File: src/rtl/note_recorder.sv
// ============================================================================
// Module   : note_recorder
// Purpose  : Run-length encodes held chords {keys,octave,duration} into records
//            and streams them to song memory over a valid/ready handshake.
// Config   : REC_SKIP_LEADING_REST_EN - suppress the leading rest of a take
// Revision : 1.0 - initial release
// ============================================================================
`default_nettype none

module note_recorder #(
    parameter int TICK_DIV   = 10_000_000,
    parameter int DUR_W      = 8,
    parameter int FIFO_DEPTH = 4
) (
    input  logic                i_sys_clk,
    input  logic                i_rst,
    input  logic                i_rec_en,
    input  logic [7:0]          i_keys,
    input  logic [1:0]          i_octave,
    input  logic                i_mem_full,
    input  logic                i_wr_ready,
    output logic                o_wr_valid,
    output logic [10+DUR_W-1:0] o_wr_data,
    output logic                o_busy,
    output logic                o_overflow,
    output logic [7:0]          o_rec_count
);

    localparam int C_REC_W = 10 + DUR_W;
    localparam int C_PS_W  = $clog2(TICK_DIV);
    localparam int C_PTR_W = $clog2(FIFO_DEPTH);
    localparam int C_CNT_W = C_PTR_W + 1;

    typedef enum logic [1:0] {
        S_IDLE    = 2'd0,
        S_ARMED   = 2'd1,
        S_CAPTURE = 2'd2,
        S_FLUSH   = 2'd3
    } state_t;

    state_t                r_state;
    logic                  r_rec_en_d;
    logic                  r_marker_done;
    logic [9:0]            r_run_note;
    logic [DUR_W-1:0]      r_dur;
    logic [C_PS_W-1:0]     r_prescaler;
    logic                  r_overflow;
    logic [7:0]            r_rec_count;

    logic [C_REC_W-1:0]    r_mem [FIFO_DEPTH];
    logic [C_PTR_W-1:0]    r_wr_ptr;
    logic [C_PTR_W-1:0]    r_rd_ptr;
    logic [C_CNT_W-1:0]    r_count;
    logic                  r_wr_valid;
    logic [C_REC_W-1:0]    r_wr_data;

    logic [9:0]            w_cur_note;
    logic                  w_change;
    logic                  w_tick;
    logic                  w_dur_max;
    logic                  w_emit;
    logic [C_REC_W-1:0]    w_emit_data;
    logic                  w_full;
    logic                  w_pop;
    logic                  w_push;
    logic                  w_drop;
    logic [C_CNT_W-1:0]    w_after_pop;
    logic [C_CNT_W-1:0]    w_count_next;
    logic [C_PTR_W-1:0]    w_rd_ptr_next;
    logic [C_REC_W-1:0]    w_head_next;

    assign w_cur_note = {i_keys, i_octave};
    assign w_change   = (w_cur_note != r_run_note);
    assign w_tick     = (r_prescaler == C_PS_W'(TICK_DIV - 1));
    assign w_dur_max  = (r_dur == {DUR_W{1'b1}});

    // Record emission follows the CAPTURE priority order; the marker is all zeros.
    always_comb begin
        w_emit      = 1'b0;
        w_emit_data = {r_run_note, r_dur};
        case (r_state)
            S_CAPTURE: begin
                if (!i_rec_en || i_mem_full) begin
                    w_emit = 1'b1;
                end else if (w_change) begin
                    w_emit = 1'b1;
                end else if (w_tick && w_dur_max) begin
                    w_emit = 1'b1;
                end
            end
            S_FLUSH: begin
                if (!r_marker_done) begin
                    w_emit      = 1'b1;
                    w_emit_data = '0;
                end
            end
            default: begin
                w_emit = 1'b0;
            end
        endcase
    end

    // A full FIFO still accepts a push when the head leaves in the same cycle.
    assign w_full        = (r_count == C_CNT_W'(FIFO_DEPTH));
    assign w_pop         = r_wr_valid && i_wr_ready;
    assign w_push        = w_emit && (!w_full || w_pop);
    assign w_drop        = w_emit && !w_push;
    assign w_after_pop   = r_count - C_CNT_W'(w_pop);
    assign w_count_next  = w_after_pop + C_CNT_W'(w_push);
    assign w_rd_ptr_next = r_rd_ptr + C_PTR_W'(w_pop);
    assign w_head_next   = (w_after_pop == '0) ? w_emit_data : r_mem[w_rd_ptr_next];

    always_ff @(posedge i_sys_clk) begin
        if (w_push) begin
            r_mem[r_wr_ptr] <= w_emit_data;
        end
    end

    always_ff @(posedge i_sys_clk) begin
        if (i_rst) begin
            r_wr_ptr   <= '0;
            r_rd_ptr   <= '0;
            r_count    <= '0;
            r_wr_valid <= 1'b0;
            r_wr_data  <= '0;
        end else begin
            if (w_push) begin
                r_wr_ptr <= r_wr_ptr + C_PTR_W'(1);
            end
            r_rd_ptr   <= w_rd_ptr_next;
            r_count    <= w_count_next;
            r_wr_valid <= (w_count_next != '0);
            r_wr_data  <= (w_count_next != '0) ? w_head_next : '0;
        end
    end

    always_ff @(posedge i_sys_clk) begin
        if (i_rst) begin
            r_state       <= S_IDLE;
            r_rec_en_d    <= 1'b0;
            r_marker_done <= 1'b0;
            r_run_note    <= '0;
            r_dur         <= '0;
            r_prescaler   <= '0;
            r_overflow    <= 1'b0;
            r_rec_count   <= '0;
        end else begin
            r_rec_en_d <= i_rec_en;
            if (w_push && (r_rec_count != 8'hFF)) begin
                r_rec_count <= r_rec_count + 8'd1;
            end
            if (w_drop) begin
                r_overflow <= 1'b1;
            end

            case (r_state)
                S_IDLE: begin
                    if (i_rec_en && !r_rec_en_d) begin
                        r_overflow  <= 1'b0;
                        r_rec_count <= '0;
                        r_state     <= S_ARMED;
                    end
                end
                S_ARMED: begin
`ifdef REC_SKIP_LEADING_REST_EN
                    if (!i_rec_en) begin
                        r_state <= S_IDLE;
                    end else if (i_keys != 8'h00) begin
                        r_run_note  <= w_cur_note;
                        r_dur       <= DUR_W'(1);
                        r_prescaler <= '0;
                        r_state     <= S_CAPTURE;
                    end
`else
                    r_run_note  <= w_cur_note;
                    r_dur       <= DUR_W'(1);
                    r_prescaler <= '0;
                    r_state     <= S_CAPTURE;
`endif
                end
                S_CAPTURE: begin
                    if (!i_rec_en || i_mem_full) begin
                        r_marker_done <= 1'b0;
                        r_state       <= S_FLUSH;
                    end else if (w_change) begin
                        // A tick coinciding with a change is discarded.
                        r_run_note  <= w_cur_note;
                        r_dur       <= DUR_W'(1);
                        r_prescaler <= '0;
                    end else if (w_tick) begin
                        r_prescaler <= '0;
                        r_dur       <= w_dur_max ? DUR_W'(1) : r_dur + DUR_W'(1);
                    end else begin
                        r_prescaler <= r_prescaler + C_PS_W'(1);
                    end
                end
                S_FLUSH: begin
                    if (!r_marker_done) begin
                        r_marker_done <= 1'b1;
                    end else if (r_count == '0) begin
                        r_state <= S_IDLE;
                    end
                end
                default: begin
                    r_state <= S_IDLE;
                end
            endcase
        end
    end

    assign o_wr_valid  = r_wr_valid;
    assign o_wr_data   = r_wr_data;
    assign o_busy      = (r_state != S_IDLE);
    assign o_overflow  = r_overflow;
    assign o_rec_count = r_rec_count;

endmodule

`default_nettype wire

File: config.mk
export PLATFORM = sky130hd
export DESIGN_NAME = note_recorder
export DESIGN_NICKNAME = d
export VERILOG_FILES = /design/src/rtl/note_recorder.sv
export SDC_FILE = /design/constraint.sdc
export NUM_CORES = 1
export LEC_CHECK = 0
export ABC_AREA = 1
export BUFFER_PORTS_ARGS = -buffer_cell sky130_fd_sc_hd__buf_2
export CAP_MARGIN = 10
export CORE_ASPECT_RATIO = 1.75
export CORE_MARGIN = 3
export CORE_UTILIZATION = 55
export DETAILED_ROUTE_END_ITERATION = 7
export GPL_TIMING_DRIVEN = 0
export PLACE_DENSITY = 0.73
export SLEW_MARGIN = 20
export SYNTH_ARGS = -nofsm -noshare
export SYNTH_HDL_FRONTEND = slang
export SYNTH_SLANG_ARGS = --single-unit
File: constraint.sdc
create_clock -name i_sys_clk -period 2.85 [get_ports i_sys_clk]
set_clock_uncertainty 0.2 [all_clocks]
set_input_delay 0.1425 -clock i_sys_clk [delete_from_list [all_inputs] [get_ports i_sys_clk]]
set_output_delay 0.1425 -clock i_sys_clk [all_outputs]
set_load 0.05 [all_outputs]
# Yosys cells after proc, flatten, opt, wreduce, memory -nomap -nowiden
# Memory sizes are Yosys's and may differ from the RTL's.
# Index checks and enable logic that the tools add are counted.
[word_totals]
ramBits = 72
input_bits = 15
n_memories = 1
output_inout_bits = 29
reg_bits = 81
wordCells = 97
[mem_list]
columns = ["name", "words", "word_bits", "read_ports", "rd_ports_with_merged_regs", "write_ports", "line_no", "source"]
rows = [
  ["r_mem", 4, 18, 1, 0, 1, "50", "logic [C_REC_W-1:0] r_mem [FIFO_DEPTH];"],
]
[op_classes]
muxes = 35
n_reduce_logical = 25
n_bitwise = 1
eq_ne = 15
n_addsub = 7
[op_table]
columns = ["op", "count"]
rows = [
  ["24-bit two-way mux", 3],
  ["8-bit two-way mux", 7],
  ["18-bit two-way mux", 3],
  ["24-bit one-hot mux with 2 select lines", 1],
  ["24-bit by 1-bit adder with 24-bit output, second input constant", 1],
  ["24-bit == test, second input constant", 1],
  ["10-bit two-way mux", 2],
  ["10-bit one-hot mux with 2 select lines", 1],
  ["8-bit by 1-bit adder with 8-bit output, second input constant", 2],
  ["8-bit one-hot mux with 2 select lines", 1],
  ["2-bit != test, second input constant", 6],
  ["1-bit two-way mux", 10],
  ["10-bit != test", 1],
  ["8-bit == test, second input constant", 1],
  ["2-bit two-way mux", 4],
  ["8-bit != test, second input constant", 1],
  ["2-bit one-hot mux with 4 select lines", 1],
  ["1-bit logical AND", 6],
  ["3-bit zero test", 2],
  ["3-bit AND reduction", 2],
  ["2-bit nonzero test", 3],
  ["2-bit == test, second input constant", 2],
  ["1-bit zero test", 4],
  ["1-bit one-hot mux with 2 select lines", 2],
  ["14 further kinds", 16],
]

# Depth between registers and ports, before layout
# Gate-level depths: netlist (run 1).
[logic_depth]
word_depth = 12
ltp_mapped = 19
mapped_depth_nobuf = 17

# Worst setup path after synthesis (run 1)
# OpenSTA, ideal clock, no wires.
[synth_path]
path_type = "register -> register"
startpoint = "register r_prescaler[0]"
endpoint = "register r_wr_data[0], in the netlist o_wr_data[0]"
path_stages_with_launch = 19
t_arrival_ns = 2.295
period_less_slack_ns = 2.617
setup_ns = 0.122
path_buffers = 1
setup_slack_ns = 0.233
t_required_ns = 2.528
cell_sequence = "dfxtp_1 ha_1 nand2_1 nor2_2 nand3_1 nor2_1 nand3_1 nand3_2 nand2_2 nand2_4 nand3_1 inv_1 ha_1 inv_1 o21ai_0 a21oi_1 nor2_2 buf_2 a21oi_2"
[synth_between]
elab_chain_len = 11
[synth_lines]
columns = ["item", "line_no", "source"]
rows = [
  ["start, declared", "46", "logic [C_PS_W-1:0] r_prescaler;"],
  ["start signal, assigned", "194", "r_prescaler <= r_prescaler + C_PS_W'(1);"],
  ["24-bit == test", "74", "assign w_tick = (r_prescaler == C_PS_W'(TICK_DIV - 1));"],
  ["1-bit logical AND", "87", "end else if (w_tick && w_dur_max) begin"],
  ["1-bit two-way mux", "87", ""],
  ["1-bit two-way mux", "85", "end else if (w_change) begin"],
  ["1-bit two-way mux", "83", "if (!i_rec_en || i_mem_full) begin"],
  ["1-bit one-hot mux with 2 select lines", "81", "case (r_state)"],
  ["1-bit logical AND", "106", "assign w_push = w_emit && (!w_full || w_pop);"],
  ["3-bit by 1-bit adder with 3-bit output", "109", "assign w_count_next = w_after_pop + C_CNT_W'(w_push);"],
  ["3-bit nonzero test", "133", "r_wr_data <= (w_count_next != '0) ? w_head_next : '0;"],
  ["1-bit inverter (no line)", "--", ""],
  ["2-bit OR reduction (no line)", "--", ""],
  ["end signal, assigned", "133", ""],
  ["end, declared", "55", "logic [C_REC_W-1:0] r_wr_data;"],
]
# No other way between the ends.
# A chain may end at the register's enable or synchronous reset.

# Worst setup path in the final report (run 1)
[layout_path]
startpoint = "register r_wr_valid, in the netlist o_wr_valid"
endpoint = "register r_wr_data[17], in the netlist o_wr_data[17]"
[layout_between]
word_cells_on_any_way = 12
cone_classes = "add/sub (3); mux (1); bitwise (1); reduce/logical (6); memory (1)"
[layout_lines]
columns = ["item", "line_no", "source"]
rows = [
  ["start, declared", "54", "logic r_wr_valid;"],
  ["start signal, assigned", "132", "r_wr_valid <= (w_count_next != '0);"],
  ["1-bit logical AND", "105", "assign w_pop = r_wr_valid && i_wr_ready;"],
  ["2-bit by 1-bit adder with 2-bit output", "110", "assign w_rd_ptr_next = r_rd_ptr + C_PTR_W'(w_pop);"],
  ["net w_rd_ptr_next[0]", "69", "logic [C_PTR_W-1:0] w_rd_ptr_next;"],
  ["memory read 4 x 18 bit", "--", ""],
  ["18-bit two-way mux", "111", "assign w_head_next = (w_after_pop == '0) ? w_emit_data : r_mem[w_rd_ptr_next];"],
]
# The timed path passes the listed nets, and every way through them passes these cells.

==> results of run 1 <==
==> sequential cells by signal (all words and copies together), names as in the netlist, 3 cells and up <==
name / cells
o_rec_count: 8
r_mem: 72
r_prescaler: 24
r_count: 3
r_dur: 8
r_run_note: 10
o_wr_data: 18
==> cell usage after synthesis (4+ instances only) <==
library cell / instances / area (um^2)
buf_6: 4 / 45.04
nand4_1: 15 / 93.84
buf_2: 4 / 20.02
edfxtp_1: 72 / 2162
nand2_2: 4 / 25.02
xor2_1: 15 / 131.4
dfxtp_1: 81 / 1622
nand3b_1: 4 / 30.03
nand3_1: 28 / 140.1
or2_2: 20 / 125.1
o311ai_0: 18 / 157.7
inv_1: 84 / 315.3
nor2_1: 109 / 409.1
o211ai_1: 19 / 142.6
a21oi_1: 57 / 285.3
ha_1: 15 / 187.7
a21oi_2: 9 / 78.83
nand2_1: 95 / 356.6
nor3_1: 14 / 70.07
clkbuf_1: 18 / 67.56
nand3_2: 4 / 40.04
o21ai_0: 51 / 255.2
==> report_power, final <==
group	total [mW]	switching [mW]	internal, mW
combinational	3.44	2.35	1.09
sequential	2.97	0.151	2.82
clock	2.32	0.971	1.35
total	8.73	3.47	5.26
==> layout make-up <==
| type | count | area, um^2 | area share (%) |
|---|---|---|---|
| buffer | 30 | 170.2 | 2.034 |
| clock inverter | 14 | 177.7 | 2.124 |
| multi-input combinational | 502 | 2804 | 33.52 |
| clock buffer | 18 | 439.2 | 5.250 |
| inverter | 88 | 334.1 | 3.993 |
| timing repair buffer | 63 | 444.2 | 5.310 |
| sequential | 153 | 3790 | 45.30 |
| tap | 165 | 206.4 | 2.468 |
==> worst max-delay path: cells and delay by family (launching register included) <==
kind | cells | cell delay (ps)
buffers and inverters | 3 | 840
and+or+nand+nor | 2 | 190
AOI/OAI and AO/OA | 3 | 840
adders and majority gates | 1 | 290
DFF | 1 | 310
==> final timing paths <==
path                                    from                         end  depth (start not counted)
hold / removal                    i_wr_ready       o_overflow$_SDFF_PP0_                          6
setup / recovery       o_wr_valid$_SDFF_PP0_    o_wr_data[17]$_SDFF_PP0_                          9
hold reg to reg   r_run_note[4]$_SDFFE_PP0P_  r_run_note[4]$_SDFFE_PP0P_                          2
setup reg to reg       o_wr_valid$_SDFF_PP0_    o_wr_data[17]$_SDFF_PP0_                          9
==> routing by layer <==
| metal | vias to the layer above | track usage (%) | wire (um) |
|---|---|---|---|
| li1 | 2798 | - | - |
| met4 | 0 | 13.96 | 683 |
| met5 | - | 0 | 0 |
| met1 | 2783 | 25.47 | 6371 |
| met3 | 56 | 4.403 | 773 |
| met2 | 202 | 47.15 | 9528 |
==> cells by family (layout without fill, tap and decap cells) <==
logic type | Yosys count | after routing
adder cells (fa/ha/maj) | 15 | 15
XOR/XNOR | 17 | 17
AND/OR/NAND/NOR | 302 | 302
flip-flops | 153 | 153
AO/OA/AOI/OAI | 168 | 168
buffers and inverters | 118 | 213
==> timing repair <==
item	4_1_cts	5_1_grt
cloned	0	1
resized for setup	4	28
endpoints found under the hold margin	19	0
buffers inserted	2	1
setup endpoints to repair	19	30
hold buffers	13	0
pin swaps	1	6
==> through the flow <==
stage	util, %	setup slack, ps
6_report	68.56	114.3
5_1_grt	68.56	-12.62
4_1_cts	67.57	22.97
3_5_place_dp	61.22	-384.7
3_3_place_gp	60.74	-625.6
2_1_floorplan	-	232.6
==> run summary, run 1 <==
Async S/R FF share, synth - 0%
kind of critical path - reg2reg
Area Overhead vs Synth - 19.61%
Achievable Freq - 365.5 MHz
share of cells above drive strength 1 - 18.32%
relative slew slack - 54.13%
combinational family with the most area after synthesis - simple AND/OR/NAND/NOR gates
cell area after layout - 8366 um^2
status - finished clean
pwr/cell area - 1044 nW/um^2
transition at the pin with the smallest max-transition slack - 688.1 ps
per-cell via count in the routed design - 5.652
max capacitance violation total - 0
clock tree from TritonCTS - built
total power consumption of the routed design - 8.733 mW
largest driver fanout on the critical path - 10
Vias - 5839
VDD IR max - 0.5363 mV
cells after synthesis - 773
number of flops mapped to enable cells by yosys - 72
Post-Layout Cell Count - 1033
total core area - 12200 um^2
number of fill cells - 935
adder and majority gate portion of the synthesized area - 2.683%
Worst-path clk slew - 60 ps
first-pass iteration count of the detailed router - 6
CP endpoint kind - flip-flop
Placed Instances - 984
global placement routability congestion - 0.9449
root buf cell - clkbuf_16
share of synthesized cell area in and, or, nand and nor gates - 19.55%
clock insertion delay at the later pin of the skew report - 410 ps
number of antenna repair diodes - 0
Vert. Die Dim - 155.2 um
mux contribution to synthesized area - 0%
Hold WS - 112.0 ps
total nets after synthesis - 803
count of yosys warnings during synthesis - 0
global route total overflow - 0
remaining design rule violation count - 0
Synth Cell Area - 6994 um^2
antenna violations before repair - 0
Cell variety after synth - 43
register area share after synthesis - 54.10%
floorplan die area - 14160 um^2
synthesis-stage register bit count - 153
Num CTS Buffers - 17
Detailed Place HPWL - 11.94 mm
# clock sinks - 153
type of origin of the critical path - flip-flop
Hold Crit Class - in2reg
Arr. time, crit path - 2890 ps
starting DRC count in detailed routing - 387
Post-Syn Area per Cell - 9.048 um^2
Routed Wire Length - 17.36 mm
number of global-route vias before repair - 5911
combined global-route utilization of all metal layers - 24.97%
XOR/XNOR share of the synthesized area - 2.129%
Synth Area in Compound Gates - 14.65%
cell type of the slowest stage on the worst timing path - clkbuf_1
Antenna Violating Nets Remaining - 0
most frequent standard cell in the layout excluding fill and tap cells - nor2_1
slowest stage delay, CP - 500 ps
boundary pin count - 44
commonest cells after routing, fill and taps aside - 105 x nor2_1, 94 x nand2_1, 82 x inv_1
Horiz. Die Dim - 91.25 um
net count reported at finish - 885
pin count of the biggest net entering global routing - 17
Leak Pwr - 3.187 nW
Std-Cell Rows - 53
total count of max-transition violations in the final report - 0
global-route wire length before repair - 27.91 mm
average wire per cell in the routed design - 16.80 um
flop-to-flop setup slack - 110 ps
level count of the clock H-tree - 4
required time at the worst-slack endpoint - 3000 ps
Min Clock Period, post-route - 2736 ps
dpl cell area - 7470 um^2
share of the cycle needed by the critical path after routing - 95.99%
Hold Vio Cnt, Final - 0
final setup violating endpoints - 0
maximum clock path buffer count - 2
number of port buffers - 42
Synth Flop Type - dfxtp_1
initial cell density of the core - 57.32%
cell-by-cell listing of the critical path - nand2_1 -> inv_1 -> ha_1 -> buf_2 -> clkbuf_1 -> nor2_1 -> o311ai_0 -> o21ai_0 -> a21oi_2
sum of negative setup slack - 0 ps
No activity file was read; power rests on OpenSTA's default activity.
==> run 2: changes to the inputs <==
--- a/config.mk
+++ b/config.mk
@@ -9,8 +9,9 @@
 export BUFFER_PORTS_ARGS = -buffer_cell sky130_fd_sc_hd__buf_2
 export CAP_MARGIN = 10
 export CORE_ASPECT_RATIO = 1.75
-export CORE_MARGIN = 3
+export CORE_MARGIN = 2
 export CORE_UTILIZATION = 55
+export CTS_BUF_LIST = sky130_fd_sc_hd__clkbuf_8
 export DETAILED_ROUTE_END_ITERATION = 7
 export GPL_TIMING_DRIVEN = 0
 export PLACE_DENSITY = 0.73
==> run summary, run 2 (synthesized netlist as in run 1, its figures left out) <==
status - finished clean
Area Overhead vs Synth - 16.44%
Min Clock Period, post-route - 2706 ps
commonest cells after routing, fill and taps aside - 103 x nor2_1, 94 x nand2_1, 85 x inv_1
Placed Instances - 985
maximum clock path buffer count - 2
total core area - 12430 um^2
share of cells above drive strength 1 - 18.09%
pwr/cell area - 986.5 nW/um^2
Horiz. Die Dim - 89.25 um
most frequent standard cell in the layout excluding fill and tap cells - nor2_1
area occupied by multi-input gates - 2806 um^2
net count reported at finish - 885
number of global-route vias before repair - 5882
root buf cell - clkbuf_8
Antenna Violating Nets Remaining - 0
global placement routability congestion - 0.9358
clock insertion delay at the later pin of the skew report - 450 ps
Achievable Freq - 369.5 MHz
max capacitance violation total - 0
total count of max-transition violations in the final report - 0
largest driver fanout on the critical path - 5
relative slew slack - 52.52%
remaining design rule violation count - 0
VDD IR max - 0.3672 mV
flip-flop count of the largest register, all copies and words added - 72
combined global-route utilization of all metal layers - 26.40%
antenna violations before repair - 0
Vias - 5758
Std-Cell Rows - 54
required time at the worst-slack endpoint - 2990 ps
number of port buffers - 42
Post-Layout Cell Count - 1036
top register by number of flip-flops - r_mem
level count of the clock H-tree - 4
type of origin of the critical path - flip-flop
starting DRC count in detailed routing - 468
clock tree from TritonCTS - built
number of antenna repair diodes - 0
Num CTS Buffers - 17
transition at the pin with the smallest max-transition slack - 712.2 ps
Hold Vio Cnt, Final - 0
total power consumption of the routed design - 8.034 mW
average wire per cell in the routed design - 16.64 um
Routed Wire Length - 17.24 mm
CP endpoint kind - flip-flop
# clock sinks - 153
kind of critical path - reg2reg
area of all sequential standard cells - 3787 um^2
first-pass iteration count of the detailed router - 7
Vert. Die Dim - 153.2 um
Arr. time, crit path - 2850 ps
per-cell via count in the routed design - 5.558
Detailed Place HPWL - 11.92 mm
final setup violating endpoints - 0
global-route wire length before repair - 27.79 mm
Worst-path clk slew - 90 ps
share of the cycle needed by the critical path after routing - 94.96%
initial cell density of the core - 56.26%
Leak Pwr - 3.087 nW
floorplan die area - 13670 um^2
Hold Crit Class - in2reg
boundary pin count - 44
number of fill cells - 1038
pin count of the biggest net entering global routing - 19
global route total overflow - 0
run 2: cell types whose count changed in the layout (fill, tap and decap cells not counted), moves of 2 or more:
cell and delta:
clkbuf_16 -18, clkbuf_8 +16, buf_6 -3, inv_1 +3, buf_4 +2, inv_2 -2, nor2_1 -2
run 2: area by class of cell:
cell class | instances | area share (%)
Sequential cell | 153 | 46.50
Multi-Input combinational cell | 502 | 34.46
Timing Repair Buffer | 63 | 5.500
Inverter | 88 | 4.102
Clock buffer | 17 | 2.873
Tap cell | 168 | 2.581
Buffer | 30 | 2.013
Clock inverter | 15 | 1.967
run 2: path summary, 6_finish.rpt:
check	start	end	slack, ps	cells past startpoint
setup / recovery	r_prescaler[0]$_SDFFE_PP0P_	o_wr_data[14]$_SDFF_PP0_	140	19
hold / removal	i_wr_ready	o_overflow$_SDFF_PP0_	80	6
setup reg to reg	r_prescaler[0]$_SDFFE_PP0P_	o_wr_data[14]$_SDFF_PP0_	140	19
hold reg to reg	r_dur[0]$_SDFFE_PP0P_	r_dur[0]$_SDFFE_PP0P_	280	1
run 2: what timing repair did:
item / in CTS / in global routing
gates resized for setup: 9 / 18
hold buffers: 13 / 0
cloned: 1 / 0
setup endpoints to repair: 19 / 19
buffers inserted: 2 / 3
hold endpoints to repair: 19 / 0
pin swaps: 1 / 4
run 2: critical path, stage by stage, from the launching register on:
cell	delay, ps
dfxtp_2	360
ha_2	190
nand2_2	80
nor2_4	160
nand3_1	100
nor2_2	120
nand3_2	80
nand3_2	80
nand2_2	60
nand2_4	90
nand3_2	90
inv_1	60
ha_1	140
inv_1	70
o21ai_2	150
a21oi_2	70
nor2_4	170
buf_12	140
buf_8	120
a21oi_2	50
run 2: power breakdown:
part | total [mW] | switching (mW) | leakage [nW] | internal, mW
registers | 2.97 | 0.151 | 1.33 | 2.82
clock network | 1.62 | 0.897 | 0.198 | 0.725
logic | 3.44 | 2.33 | 1.56 | 1.12
total | 8.03 | 3.37 | 3.09 | 4.66
run 2: through the flow:
step | setup TNS (ps) | hold slack (ps) | utilization [%] | setup WS, ps | area (um^2)
floorplan | 0 | 73.95 | - | 232.6 | 6994
global placement | -46230 | 189.0 | 59.64 | -677.2 | 7415
detailed placement | -5964 | 192.9 | 60.01 | -488.7 | 7461
CTS | 0 | 60.74 | 64.88 | 36.42 | 8065
global route | -81.59 | 115.0 | 65.51 | -23.74 | 8144
finish | 0 | 79.33 | 65.51 | 143.5 | 8144
run 2: routing by layer:
metal  track usage [%]  routed length (um)  vias up
met5                 0                   0        -
met4             12.58                 568        0
met3             5.130                 674       45
met2             48.15                9544      162
met1             27.76                6458     2760
li1                  -                   -     2791
==> run 3: changes to the inputs <==
--- a/config.mk
+++ b/config.mk
@@ -10,11 +10,12 @@
 export CAP_MARGIN = 10
 export CORE_ASPECT_RATIO = 1.75
 export CORE_MARGIN = 2
-export CORE_UTILIZATION = 55
+export CORE_UTILIZATION = 63
 export CTS_BUF_LIST = sky130_fd_sc_hd__clkbuf_8
 export DETAILED_ROUTE_END_ITERATION = 7
+export GPL_ROUTABILITY_DRIVEN = 0
 export GPL_TIMING_DRIVEN = 0
-export PLACE_DENSITY = 0.73
+export PLACE_DENSITY = 0.82
 export SLEW_MARGIN = 20
 export SYNTH_ARGS = -nofsm -noshare
 export SYNTH_HDL_FRONTEND = slang
==> run summary, run 3 (synthesized netlist as in run 1, its figures left out) <==
# clock sinks - 153
depth of the most critical reg-to-reg path - 18
top register by number of flip-flops - r_mem
Area Overhead vs Synth - 16.05%
VDD IR max - 0.6674 mV
share of cells above drive strength 1 - 18.41%
Arr. time, crit path - 2980 ps
pwr/cell area - 1011 nW/um^2
kind of critical path - reg2reg
max capacitance violation total - 0
Vert. Die Dim - 143.4 um
root buf cell - clkbuf_8
sum of negative setup slack - 0 ps
worst flop-to-flop path startpoint - r_prescaler[0]$_SDFFE_PP0P_
transition at the pin with the smallest max-transition slack - 667.8 ps
number of global-route vias before repair - 6131
launch point of the critical path - r_prescaler[0]$_SDFFE_PP0P_
total count of max-transition violations in the final report - 0
Worst-path clk slew - 100 ps
worst flop-to-flop path endpoint - o_wr_data[11]$_SDFF_PP0_
Achievable Freq - 354.7 MHz
Min Clock Period, post-route - 2819 ps
relative slew slack - 55.48%
global route total overflow - 0
Hold Crit Class - in2reg
total core area - 10760 um^2
boundary pin count - 44
starting DRC count in detailed routing - 441
final setup violating endpoints - 0
Std-Cell Rows - 50
pin count of the biggest net entering global routing - 17
share of the cycle needed by the critical path after routing - 98.92%
clock tree from TritonCTS - built
floorplan die area - 11990 um^2
type of origin of the critical path - flip-flop
average wire per cell in the routed design - 17.75 um
Hold Vio Cnt, Final - 0
number of antenna repair diodes - 0
most frequent standard cell in the layout excluding fill and tap cells - nor2_1
level count of the clock H-tree - 4
maximum clock path buffer count - 2
combined global-route utilization of all metal layers - 29.65%
largest driver fanout on the critical path - 5
Num CTS Buffers - 17
commonest cells after routing, fill and taps aside - 102 x nor2_1, 94 x nand2_1, 84 x inv_1
antenna violations before repair - 0
Detailed Place HPWL - 11.69 mm
flop-to-flop setup slack - 30 ps
Antenna Violating Nets Remaining - 0
Leak Pwr - 3.111 nW
required time at the worst-slack endpoint - 3010 ps
Routed Wire Length - 17.74 mm
per-cell via count in the routed design - 6.017
end of the critical path - o_wr_data[11]$_SDFF_PP0_
status - finished clean
flip-flop count of the largest register, all copies and words added - 72
clock insertion delay at the later pin of the skew report - 460 ps
net count reported at finish - 886
Hold WS - 47.67 ps
Horiz. Die Dim - 83.65 um
first-pass iteration count of the detailed router - 5
global-route wire length before repair - 27.98 mm
number of port buffers - 42
remaining design rule violation count - 0
initial cell density of the core - 65.00%
CP endpoint kind - flip-flop
Vias - 6011
==> run 3: through the flow <==
| stage | setup slack [ps] | instances | area (um^2) | util (%) | total power, mW |
|---|---|---|---|---|---|
| after floorplan | 232.6 | 773 | 6994 | - | 5.242 |
| final | 30.92 | 999 | 8117 | 75.43 | 8.203 |
| after global placement | -494.2 | 945 | 7367 | 68.47 | 5.937 |
| after CTS | 16.09 | 995 | 7986 | 74.22 | 7.935 |
| after detailed placement | -409.5 | 949 | 7422 | 68.98 | 6.143 |
| after global routing | -81.70 | 999 | 8117 | 75.43 | 8.614 |
==> run 3: worst min-delay path by stage <==
stage          depth (start not counted)                     to  startpoint
2_1_floorplan                          2  r_rec_en_d$_SDFF_PP0_    i_rec_en
3_3_place_gp                           3  r_rec_en_d$_SDFF_PP0_    i_rec_en
3_5_place_dp                           3  r_rec_en_d$_SDFF_PP0_    i_rec_en
4_1_cts                                6  o_overflow$_SDFF_PP0_  i_wr_ready
5_1_grt                                6  o_overflow$_SDFF_PP0_  i_wr_ready
6_report                               6  o_overflow$_SDFF_PP0_  i_wr_ready
==> run 3: layout make-up <==
class,count,area (um^2)
Buffer,30,171.4
Fill cell,755,2644
Multi-Input combinational cell,502,2799
Timing Repair Buffer,64,447.9
Clock buffer,17,234.0
Tap cell,130,162.7
Clock inverter,15,181.4
Sequential cell,153,3786
Inverter,88,334.1
==> run 3: worst max-delay path, cell delays in order, from the launching register on <==
cell and delay, ps:
dfxtp_2 350, ha_2 190, nand2_2 90, nor2_4 160, nand3_1 90, nor2_2 130, nand3_1 90, nand3_2 80
nand2_2 60, nand2_4 90, nand3_2 90, inv_1 70, ha_1 140, inv_1 70, o21ai_2 180, a21oi_2 80
nor2_4 290, clkbuf_16 230, a21oi_2 50
==> run 3: power breakdown <==
group	switching [mW]	internal (mW)	total [mW]	leakage, nW
clock network	0.927	0.816	1.74	0.209
registers	0.155	2.82	2.97	1.33
logic	2.40	1.09	3.49	1.58
==> run 3: routing by layer <==
metal	global-route usage (%)	vias to the layer above	routed length, um
li1	-	2806	-
met1	30.43	2819	6165
met2	54.44	302	9516
met3	6.146	84	1107
met4	18.51	0	946
met5	0	-	0
==> run 3: what timing repair did <==
item                                    in CTS  in global routing
pin swaps                                    1                  3
buffers inserted                             1                  2
endpoints found under the setup margin      19                 26
hold endpoints to repair                    19                  0
cloned                                       0                  2
gates resized for setup                      3                 30
hold buffers                                13                  0
